--- src/rtl/step_pulse_receiver_pkg.sv ---
// Shared definitions for the step/direction receive path: controller states,
// default motor constants and the saturating length-to-steps conversion.
package step_pulse_receiver_pkg;

    localparam int unsigned FCLK_DEFAULT           = 50_000_000;
    localparam int unsigned STEPS_PER_UNIT_DEFAULT = 126;
    localparam int unsigned STALL_CYCLES_DEFAULT   = 5_000_000;
    localparam int unsigned FILTER_CYCLES_DEFAULT  = 4;

    typedef enum logic [1:0] {
        ST_IDLE,
        ST_ARMED,
        ST_DONE,
        ST_STALL
    } rx_state_t;

    // Length in units times steps per unit, clamped to the 32-bit maximum so
    // a huge request can never wrap around to a small, reachable target.
    function automatic logic [31:0] target_steps_sat(input logic [31:0] len,
                                                     input logic [31:0] spu);
        logic [63:0] prod;
        prod = {32'd0, len} * {32'd0, spu};
        if (prod[63:32] != 32'd0) begin
            return 32'hFFFF_FFFF;
        end
        return prod[31:0];
    endfunction

endpackage

--- src/rtl/step_pulse_receiver_if.sv ---
// Control/status bundle between the cutter control logic (master) and the
// step pulse receiver (slave), including the raw step/direction pins.
interface step_pulse_receiver_if;

    logic        step_in;
    logic        dir_in;
    logic        start;
    logic        abort;
    logic [31:0] target_len;
    logic        busy;
    logic        done;
    logic        stall;
    logic        overrun;
    logic [31:0] step_count;
    logic [31:0] units_fed;

    modport master (
        output step_in, dir_in, start, abort, target_len,
        input  busy, done, stall, overrun, step_count, units_fed
    );

    modport slave (
        input  step_in, dir_in, start, abort, target_len,
        output busy, done, stall, overrun, step_count, units_fed
    );

endinterface

--- src/rtl/step_pulse_receiver_filter.sv ---
// Input conditioning for the step/direction pins: two-flop synchronizers,
// a consecutive-sample deglitcher on the step line and a registered
// rising-edge detector that yields one event per accepted step.
module step_input_filter #(
    parameter int unsigned FILTER_CYCLES = 4
) (
    input  logic clk,
    input  logic reset,
    input  logic step_in,
    input  logic dir_in,
    output logic step_event,
    output logic dir_sync
);

    localparam int unsigned CNT_W = $clog2(FILTER_CYCLES + 1);

    logic             step_meta;
    logic             step_sync;
    logic             dir_meta;
    logic [CNT_W-1:0] agree_cnt;
    logic             level;
    logic             level_d;

    // Bring both asynchronous pins into the clock domain through two flops.
    always_ff @(posedge clk) begin
        if (reset) begin
            step_meta <= 1'b0;
            step_sync <= 1'b0;
            dir_meta  <= 1'b0;
            dir_sync  <= 1'b0;
        end else begin
            step_meta <= step_in;
            step_sync <= step_meta;
            dir_meta  <= dir_in;
            dir_sync  <= dir_meta;
        end
    end

    // Accept a new step level only after FILTER_CYCLES differing samples in a row.
    always_ff @(posedge clk) begin
        if (reset) begin
            agree_cnt <= '0;
            level     <= 1'b0;
        end else if (step_sync != level) begin
            if (agree_cnt == CNT_W'(FILTER_CYCLES - 1)) begin
                level     <= step_sync;
                agree_cnt <= '0;
            end else begin
                agree_cnt <= agree_cnt + 1'b1;
            end
        end else begin
            agree_cnt <= '0;
        end
    end

    // Register a one-cycle event on each rising edge of the filtered level.
    always_ff @(posedge clk) begin
        if (reset) begin
            level_d    <= 1'b0;
            step_event <= 1'b0;
        end else begin
            level_d    <= level;
            step_event <= level & ~level_d;
        end
    end

endmodule

--- src/rtl/step_pulse_receiver.sv ---
// Receive end of the stepper step/direction link: counts the steps actually
// delivered, tracks whole wire length units without a divider, and reports
// done, stall and overrun to the cutter control FSM.
module step_pulse_receiver
    import step_pulse_receiver_pkg::*;
#(
    parameter int unsigned FCLK           = FCLK_DEFAULT,
    parameter int unsigned STEPS_PER_UNIT = STEPS_PER_UNIT_DEFAULT,
    parameter int unsigned STALL_CYCLES   = STALL_CYCLES_DEFAULT,
    parameter int unsigned FILTER_CYCLES  = FILTER_CYCLES_DEFAULT
) (
    input logic                  clk,
    input logic                  reset,
    step_pulse_receiver_if.slave bus
);

    localparam int unsigned SUB_W = (STEPS_PER_UNIT > 1) ? $clog2(STEPS_PER_UNIT) : 1;

    if (FCLK == 0 || STEPS_PER_UNIT == 0 || STALL_CYCLES < 2 || FILTER_CYCLES == 0) begin : g_param_check
        $error("step_pulse_receiver: invalid parameter value");
    end

    rx_state_t        state;
    logic             busy;
    logic             done;
    logic             stall;
    logic             overrun;
    logic [31:0]      step_count;
    logic [31:0]      units_fed;
    logic [SUB_W-1:0] sub_cnt;
    logic [31:0]      target_steps;
    logic [31:0]      stall_timer;

    logic             step_event;
    logic             dir_sync;
    logic             counted;
    logic [31:0]      count_next;
    logic [31:0]      units_next;
    logic [SUB_W-1:0] sub_next;

    step_input_filter #(
        .FILTER_CYCLES (FILTER_CYCLES)
    ) u_filter (
        .clk        (clk),
        .reset      (reset),
        .step_in    (bus.step_in),
        .dir_in     (bus.dir_in),
        .step_event (step_event),
        .dir_sync   (dir_sync)
    );

    // Work out what the counters become if this cycle's step is counted;
    // reverse steps at zero are dropped so the count never underflows.
    always_comb begin
        counted    = step_event && (dir_sync || (step_count != 32'd0));
        count_next = step_count;
        units_next = units_fed;
        sub_next   = sub_cnt;
        if (dir_sync) begin
            count_next = step_count + 32'd1;
            if (sub_cnt == SUB_W'(STEPS_PER_UNIT - 1)) begin
                sub_next   = '0;
                units_next = units_fed + 32'd1;
            end else begin
                sub_next = sub_cnt + 1'b1;
            end
        end else begin
            count_next = step_count - 32'd1;
            if (sub_cnt == '0) begin
                sub_next   = SUB_W'(STEPS_PER_UNIT - 1);
                units_next = units_fed - 32'd1;
            end else begin
                sub_next = sub_cnt - 1'b1;
            end
        end
    end

    // Controller: abort beats start, start beats a same-cycle step, and a
    // counted step beats a same-cycle stall timeout.
    always_ff @(posedge clk) begin
        if (reset) begin
            state        <= ST_IDLE;
            busy         <= 1'b0;
            done         <= 1'b0;
            stall        <= 1'b0;
            overrun      <= 1'b0;
            step_count   <= 32'd0;
            units_fed    <= 32'd0;
            sub_cnt      <= '0;
            target_steps <= 32'd0;
            stall_timer  <= 32'd0;
        end else begin
            done <= 1'b0;
            if (bus.abort) begin
                state <= ST_IDLE;
                busy  <= 1'b0;
                stall <= 1'b0;
            end else if (bus.start && (state != ST_ARMED)) begin
                step_count   <= 32'd0;
                units_fed    <= 32'd0;
                sub_cnt      <= '0;
                overrun      <= 1'b0;
                stall        <= 1'b0;
                stall_timer  <= 32'd0;
                target_steps <= target_steps_sat(bus.target_len, 32'(STEPS_PER_UNIT));
                if (bus.target_len == 32'd0) begin
                    state <= ST_DONE;
                    done  <= 1'b1;
                    busy  <= 1'b0;
                end else begin
                    state <= ST_ARMED;
                    busy  <= 1'b1;
                end
            end else begin
                case (state)
                    ST_ARMED: begin
                        if (counted) begin
                            step_count  <= count_next;
                            units_fed   <= units_next;
                            sub_cnt     <= sub_next;
                            stall_timer <= 32'd0;
                            if (dir_sync && (count_next == target_steps)) begin
                                state <= ST_DONE;
                                done  <= 1'b1;
                                busy  <= 1'b0;
                            end
                        end else if (stall_timer == 32'(STALL_CYCLES - 1)) begin
                            state <= ST_STALL;
                            stall <= 1'b1;
                            busy  <= 1'b0;
                        end else begin
                            stall_timer <= stall_timer + 32'd1;
                        end
                    end
                    ST_DONE: begin
                        if (counted) begin
                            step_count <= count_next;
                            units_fed  <= units_next;
                            sub_cnt    <= sub_next;
                            overrun    <= 1'b1;
                        end
                    end
                    default: begin
                    end
                endcase
            end
        end
    end

    assign bus.busy       = busy;
    assign bus.done       = done;
    assign bus.stall      = stall;
    assign bus.overrun    = overrun;
    assign bus.step_count = step_count;
    assign bus.units_fed  = units_fed;

endmodule

--- src/flat_wrapper.sv ---
// flat-port wrapper written by rule: the top's interface ports become plain ports
module step_pulse_receiver_flat import step_pulse_receiver_pkg::*;
#(
    parameter int unsigned FCLK           = FCLK_DEFAULT,
    parameter int unsigned STEPS_PER_UNIT = STEPS_PER_UNIT_DEFAULT,
    parameter int unsigned STALL_CYCLES   = STALL_CYCLES_DEFAULT,
    parameter int unsigned FILTER_CYCLES  = FILTER_CYCLES_DEFAULT
)
  (clk, reset, bus_step_in, bus_dir_in, bus_start, bus_abort, bus_target_len, bus_busy, bus_done, bus_stall, bus_overrun, bus_step_count, bus_units_fed);
  step_pulse_receiver_if bus_i ();
  input logic clk;
  input logic reset;
  input wire logic [$bits(bus_i.step_in)-1:0] bus_step_in;
  input wire logic [$bits(bus_i.dir_in)-1:0] bus_dir_in;
  input wire logic [$bits(bus_i.start)-1:0] bus_start;
  input wire logic [$bits(bus_i.abort)-1:0] bus_abort;
  input wire logic [$bits(bus_i.target_len)-1:0] bus_target_len;
  output wire logic [$bits(bus_i.busy)-1:0] bus_busy;
  output wire logic [$bits(bus_i.done)-1:0] bus_done;
  output wire logic [$bits(bus_i.stall)-1:0] bus_stall;
  output wire logic [$bits(bus_i.overrun)-1:0] bus_overrun;
  output wire logic [$bits(bus_i.step_count)-1:0] bus_step_count;
  output wire logic [$bits(bus_i.units_fed)-1:0] bus_units_fed;
  assign bus_i.step_in = bus_step_in;
  assign bus_i.dir_in = bus_dir_in;
  assign bus_i.start = bus_start;
  assign bus_i.abort = bus_abort;
  assign bus_i.target_len = bus_target_len;
  assign bus_busy = bus_i.busy;
  assign bus_done = bus_i.done;
  assign bus_stall = bus_i.stall;
  assign bus_overrun = bus_i.overrun;
  assign bus_step_count = bus_i.step_count;
  assign bus_units_fed = bus_i.units_fed;
  step_pulse_receiver #(.FCLK(FCLK), .STEPS_PER_UNIT(STEPS_PER_UNIT), .STALL_CYCLES(STALL_CYCLES), .FILTER_CYCLES(FILTER_CYCLES)) u_core (.clk(clk), .reset(reset), .bus(bus_i));
endmodule
--- config.mk ---
export PLATFORM = sky130hd
export DESIGN_NAME = step_pulse_receiver_flat
export DESIGN_NICKNAME = d
export VERILOG_FILES = /design/src/rtl/step_pulse_receiver_pkg.sv /design/src/rtl/step_pulse_receiver_if.sv /design/src/rtl/step_pulse_receiver_filter.sv /design/src/rtl/step_pulse_receiver.sv /design/src/flat_wrapper.sv
export SDC_FILE = /design/constraint.sdc
export NUM_CORES = 1
export LEC_CHECK = 0
export CAP_MARGIN = 20
export CORE_MARGIN = 2
export CORE_UTILIZATION = 40
export CTS_BUF_LIST = sky130_fd_sc_hd__clkbuf_2 sky130_fd_sc_hd__clkbuf_4 sky130_fd_sc_hd__clkbuf_8
export CTS_CLUSTER_SIZE = 8
export DETAILED_ROUTE_END_ITERATION = 10
export PLACE_DENSITY = 0.67
export SLEW_MARGIN = 5
export SYNTH_ARGS = -nofsm -noshare
export SYNTH_HDL_FRONTEND = slang
export SYNTH_SLANG_ARGS = --single-unit
--- constraint.sdc ---
create_clock -name clk -period 6.3 [get_ports clk]
set_input_delay 1.26 -clock clk [delete_from_list [all_inputs] [get_ports clk]]
set_output_delay 1.26 -clock clk [all_outputs]
set_load 0.005 [all_outputs]
# Word-level counts from Yosys, hierarchy flattened
# Index checks and enable logic that the tools add are counted.
[word_totals]
wordCells = 115
input_bits = 38
output_inout_bits = 68
ff_bits = 151
[classes]
n_bitwise = 5
muxes = 46
add_sub_neg = 8
reduce_logical = 26
n_eq_ne = 11
multipliers = 1
[ops]
columns = ["operator", "n"]
rows = [
  ["32-bit two-way mux", 16],
  ["32-bit by 1-bit adder with 32-bit output (second input constant)", 3],
  ["32-bit by 1-bit subtractor with 32-bit output (second input constant)", 2],
  ["7-bit two-way mux", 6],
  ["32-bit by 6-bit multiplier with 38-bit output (second input constant)", 1],
  ["32-bit by 23-bit == test with 1-bit output (second input constant)", 1],
  ["32-bit == test", 1],
  ["32-bit zero test", 1],
  ["32-bit nonzero test", 1],
  ["1-bit two-way mux", 18],
  ["3-bit AND reduction", 5],
  ["2-bit two-way mux", 6],
  ["2-bit nonzero test", 4],
  ["7-bit by 1-bit adder with 7-bit output (second input constant)", 1],
  ["7-bit == test (second input constant)", 1],
  ["7-bit zero test", 1],
  ["7-bit nonzero test", 1],
  ["7-bit by 1-bit subtractor with 7-bit output (second input constant)", 1],
  ["3-bit by 1-bit inequality test with 1-bit output (second input constant)", 2],
  ["3-bit nonzero test", 2],
  ["3-bit OR reduction", 2],
  ["5-bit AND reduction", 1],
  ["1-bit NOT", 4],
  ["2-bit AND reduction", 2],
  ["other kinds (11)", 14],
]

# Longest topological paths before layout
# Gate-level depths: netlist of run 1.
[depth]
word_depth = 8
ltp_mapped = 19

# Modules after synthesis
# From an unflattened synthesis of run 1, not the netlist that was laid out.
[unflattened]
cells_unflattened = 1844
hier_area_um2 = 15122.0
[modules_own_cells]
columns = ["module", "cells_per_inst", "area_each_um2", "n_inst"]
rows = [
  ["step_pulse_receiver", 1819, 14802.9, 1],
  ["step_input_filter", 25, 319.1, 1],
]

# Least setup slack after synthesis of run 1
# OpenSTA, ideal clock, no wires.
[synth_path]
kind = "input to register"
startpoint = "input port bus_target_len[5]"
endpoint = "register u_core.target_steps[10]"
cell_stages = 19
required_time_ns = 6.178
arrival_time_ns = 5.708
slack_ns = 0.471
path_buffers = 1
path_cell_list = "inv_1 > fa_1 > inv_1 > fa_1 > inv_1 > fa_1 > inv_1 > ha_1 > o211ai_1 > o211ai_1 > nand4b_1 > a31oi_1 > o211ai_1 > a31o_2 > o31ai_1 > mux2_2 > nor4_4 > buf_2 > a21oi_1"
[synth_via]
elab_chain_len = 7
[synth_rtl]
columns = ["item", "line_no", "rtl"]
rows = [
  ["start: declaration", "flat_wrapper.sv:17", "input wire logic [$bits(bus_i.target_len)-1:0] bus_target_len;"],
  ["32-bit by 6-bit multiplier with 38-bit output (*)", "step_pulse_receiver_pkg.sv:22", "prod = {32'd0, len} * {32'd0, spu};"],
  ["7-bit nonzero test", "step_pulse_receiver_pkg.sv:23", "if (prod[63:32] != 32'd0) begin"],
  ["1-bit two-way mux", "step_pulse_receiver_pkg.sv:23", ""],
  ["1-bit two-way mux", "step_pulse_receiver.sv:98", "end else if (bus.start && (state != ST_ARMED)) begin"],
  ["1-bit two-way mux", "step_pulse_receiver.sv:94", "if (bus.abort) begin"],
  ["1-bit two-way mux", "step_pulse_receiver.sv:81", "if (reset) begin"],
  ["32-bit two-way mux (*)", "step_pulse_receiver_pkg.sv:26", "return prod[31:0];"],
  ["end signal: assignment", "step_pulse_receiver.sv:105", "target_steps <= target_steps_sat(bus.target_len, 32'(STEPS_PER_UNIT));"],
  ["end: declaration", "step_pulse_receiver.sv:31", "logic [31:0] target_steps;"],
]
# Every way passes the cells marked *; elsewhere a longest branch is shown, timed or not. The select of a mux whose other input is x is not followed.
# A chain may end at the register's enable or synchronous reset.

# Worst setup path after layout of run 1
[layout_path]
startpoint = "input port bus_target_len[7]"
endpoint = "register u_core.target_steps[4]"
[layout_via]
elab_chain_len = 7
[layout_rtl]
columns = ["item", "line_no"]
rows = [
  ["32-bit by 6-bit multiplier with 38-bit output", "step_pulse_receiver_pkg.sv:22"],
  ["7-bit nonzero test", "step_pulse_receiver_pkg.sv:23"],
  ["1-bit two-way mux", "step_pulse_receiver_pkg.sv:23"],
  ["1-bit two-way mux", "step_pulse_receiver.sv:98"],
  ["1-bit two-way mux", "step_pulse_receiver.sv:94"],
  ["1-bit two-way mux", "step_pulse_receiver.sv:81"],
  ["32-bit two-way mux", "step_pulse_receiver_pkg.sv:26"],
]
# No other way between the ends. The select of a mux whose other input is x is not followed.

==> flow_summary.yaml, run 1 <==
run_status:
  outcome: "completed"
power_and_ir_drop:
  pwr-share-seq_pct: 19.4
  ir_worst_vdd_uv: 163.0
  switching_share_pct: 45.28
  clkPwrFrac_pct: 13.7
  power_density_nw_per_um2: 316.7
  comb_power_share_pct: 66.8
  p_switching_uw: 2507
  power_leakage_uw: 0.007747
  internal-power_uw: 3030
  p_total_uw: 5538
floorplan:
  die_h_um: 198.0
  die_area_um2: 39190
  die_x_um: 198.0
  rows: 71
  core_um2: 37400
  start_util_pct: 40.24
  io_pins: 106
routing:
  highest_layer: "met4"
  antenna_left: 0
  vias_per_cell: 5.481
  drt-met1-wl_um: 18620
  met3_length_um: 1818
  via_count: 13820
  drtIter0Drc: 1013
  wire_per_inst_um: 16.26
  routed_wirelength_um: 41000
  wl_met2_um: 19630
  drc: 0
  drt_pass1_iterations: 6
setup_path:
  reg2reg_slack_ns: 1.78
  cp_max_fo: 8
  critPathCaptureType: "register"
  start_kind: "primary input"
  ff2ff_path_depth: 12
  timing.rr.end: "u_core.bus.done$_SDFF_PP0_"
  crit_type: "primary input to register"
  r2r-start: "u_core.u_filter.dir_sync$_SDFF_PP0_"
  arrival_ns: 6.51
  cp.required_ns: 6.65
sta:
  slew_violations: 0
  worst_hold_slack_ns: 0.3906
  finalSetupViolCount: 0
  fin_ws_ns: 0.1400
  slew_headroom_pct: 22.56
  hold_viol: 0
  final.period_utilization_pct: 97.78
  finalCriticalPeriod_ns: 6.160
  max_freq_mhz: 162.3
  clock-skew-final_ns: 0.01623
  tightestPinTransition_ns: 1.151
logic_synthesis:
  synth_seq_cells: 151
  syn_inst: 1866
  yosysTopAreaCellShare_pct: 20.08
  yosys-top-cells-area: "dfxtp_1, fa_1, ha_1, inv_1, a21oi_1"
  ys_types: 93
  ys_warn_count: 0
  synthArstFlopShare_pct: 0
  synth_area_per_cell_um2: 8.066
  ys_seq_area_share_pct: 20.08
  syn_nets: 2128
  synth.most_common_cell: "inv_1"
  syn-cell-area_um2: 15050
  synthTopCellsByCount: "inv_1, nor2_1, a21oi_1"
  synth_edf_count: 0
  yosys.area.top_type: "dfxtp_1"
  synthFlopType: "dfxtp_1"
grt:
  grt_max_degree: 49
  antenna_found_initial: 0
  gr-total-overflow: 0
  grt_usage_pct: 21.09
  grt_pass1_wl_um: 67160
  grt_pass1_vias: 13570
cells_and_area:
  fin_area_um2: 17490
  final_cell_count_no_fill: 2521
  fillerInstances: 3689
  diodes: 0
  nets: 2259
  area_growth_pct: 16.19
  regArea_um2: 3023
  drive_gt1_share_pct: 7.363
  multiInputGateArea_um2: 10920
min_path:
  whs_endpoint: "u_core.u_filter.step_event$_SDFF_PP0_"
  worstHoldPathCells: 1
  hp-class: "register to register"
  hold_start: "u_core.u_filter.level_d$_SDFF_PP0_"
placed_design:
  dp.cells: 2483
  place_ws_ns: -0.3055
  place_area_um2: 16970
  dpl.hpwl_um: 32320
  placement.io_buffers: 105
  place_congestion: 0.9629
clock_tree:
  cts_tree: "built"
  path_clk_slew_ns: 0.08
  root_buffer: "clkbuf_8"
  ctsHoldBuffers: 0
  clockBufferDepth: 2
  clock-sinks: 151
  cts_made_buffers: 17
  clk_latency_ns: 0.47
  htree_levels: 4
flow_run:
  drv_cap: 0
[per-stage QoR]
step / util, % / setup TNS (ns)
3_3_place_gp: 45.37 / -5.949
6_report: 46.76 / 0
2_1_floorplan: - / 0
3_5_place_dp: 45.37 / -8.869
5_1_grt: 46.76 / -0.3103
4_1_cts: 46.44 / 0
[area by class of cell]
cell class,count,share of cell area [%]
clock buffers,21,1.581
clock inverters,11,0.7012
inverters,225,4.829
multi-input cells,1424,62.46
flip-flops and latches,151,17.29
well taps,511,3.656
repair buffers,178,9.487
[cell usage in the layout, fill, tap and decap left out, drive strengths merged, types with 6 or more instances in the layout]
cell           count
o21bai            17
a211oi            28
xor2              57
nand3             47
clkdlybuf4s50    100
a21oi            159
and4               6
xnor2             61
buf               72
dfxtp            151
or2                6
inv              226
and3              24
nand2b            17
fa                93
o211ai            17
nor2b             20
a22oi             29
nor4              25
ha               131
nand2            117
a2111oi            8
clkbuf            23
o311ai             6
and2              14
o31ai             13
nand3b             6
clkinv             7
nand4             29
o21a              17
a31oi             18
a21o              38
nor3b              6
nor2             163
or3               20
mux2i             11
o21ai             98
nor3              42
[how the worst max path moves through the flow]
stage / from / end / slack [ns] / cells past startpoint
3_5_place_dp: bus_target_len[6] / u_core.target_steps[15]$_SDFFE_PP0P_ / -0.31 / 20
3_3_place_gp: bus_target_len[6] / u_core.target_steps[17]$_SDFFE_PP0P_ / -0.21 / 20
2_1_floorplan: bus_target_len[5] / u_core.target_steps[10]$_SDFFE_PP0P_ / 0.47 / 19
5_1_grt: bus_target_len[2] / u_core.target_steps[23]$_SDFFE_PP0P_ / -0.03 / 21
4_1_cts: bus_target_len[6] / u_core.target_steps[15]$_SDFFE_PP0P_ / 0.19 / 20
6_report: bus_target_len[7] / u_core.target_steps[4]$_SDFFE_PP0P_ / 0.14 / 21
[state kept, by name, summed over array words and instances, names as in the netlist]
name                        count
u_core.bus.busy                 1
u_core.bus.done                 1
u_core.bus.overrun              1
u_core.bus.stall                1
u_core.bus.step_count          32
u_core.bus.units_fed           32
u_core.stall_timer             32
u_core.state                    2
u_core.sub_cnt                  7
u_core.target_steps            32
u_core.u_filter.agree_cnt       3
u_core.u_filter.dir_meta        1
u_core.u_filter.dir_sync        1
u_core.u_filter.level           1
u_core.u_filter.level_d         1
u_core.u_filter.step_event      1
u_core.u_filter.step_meta       1
u_core.u_filter.step_sync       1
[metal layers]
layer / up-vias / GRT usage, %
met4: 0 / 6.126
met1: 6604 / 27.75
met2: 334 / 36.54
li1: 6819 / -
met5: - / 0
met3: 60 / 2.163
[logic make-up (layout without fill, tap and decap cells)]
family / after synthesis / count (layout) / share of synthesized area [%]
AOI/OAI and AO/OA: 509 / 509 / 22.31
xor gates and xnor gates: 123 / 123 / 7.673
adders and majority gates: 224 / 224 / 23.26
buffers and inverters: 291 / 435 / 7.515
DFF: 151 / 151 / 20.08
muxes: 12 / 12 / 0.8064
and+or+nand+nor: 556 / 556 / 18.35
[power groups by stage]
stage / clock network, uW / registers (uW) / logic (uW)
6_report: 761 / 1080 / 3700
5_1_grt: 815 / 1080 / 4160
4_1_cts: 776 / 1080 / 3660
3_5_place_dp: 0 / 1100 / 3640
3_3_place_gp: 0 / 1100 / 3580
2_1_floorplan: 0 / 1070 / 2640
[critical path, stage by stage]
cell,delay (ns)
clkdlybuf4s50_1,0.49
inv_2,0.07
fa_1,0.52
inv_1,0.06
fa_1,0.53
inv_1,0.05
fa_1,0.49
inv_1,0.04
ha_1,0.30
a21o_1,0.18
or3_4,0.33
o211ai_1,0.28
o31ai_2,0.14
a211oi_2,0.37
o311ai_2,0.14
a2111oi_2,0.47
a311oi_2,0.10
nor4_4,0.27
buf_6,0.18
clkbuf_16,0.16
a21oi_1,0.07
[timing repair]
item	in CTS	in global routing
setup endpoints to repair	0	32
gates resized for setup	0	15
setup buffers	0	3
Power figures use the tool's default switching activity.
==> run 2, diff against run 1 <==
--- a/config.mk
+++ b/config.mk
@@ -16,3 +16,4 @@
 export SYNTH_ARGS = -nofsm -noshare
 export SYNTH_HDL_FRONTEND = slang
 export SYNTH_SLANG_ARGS = --single-unit
+export TNS_END_PERCENT = 30
==> results of run 2 <==
Same layout as run 1: the final DEF is identical, and so are final timing and power.
==> run 3, diff against run 2 <==
--- a/config.mk
+++ b/config.mk
@@ -9,7 +9,7 @@
 export CORE_MARGIN = 2
 export CORE_UTILIZATION = 40
 export CTS_BUF_LIST = sky130_fd_sc_hd__clkbuf_2 sky130_fd_sc_hd__clkbuf_4 sky130_fd_sc_hd__clkbuf_8
-export CTS_CLUSTER_SIZE = 8
+export CTS_CLUSTER_SIZE = 30
 export DETAILED_ROUTE_END_ITERATION = 10
 export PLACE_DENSITY = 0.67
 export SLEW_MARGIN = 5
==> results of run 3 <==
Same layout as run 1: the final DEF is identical, and so are final timing and power.
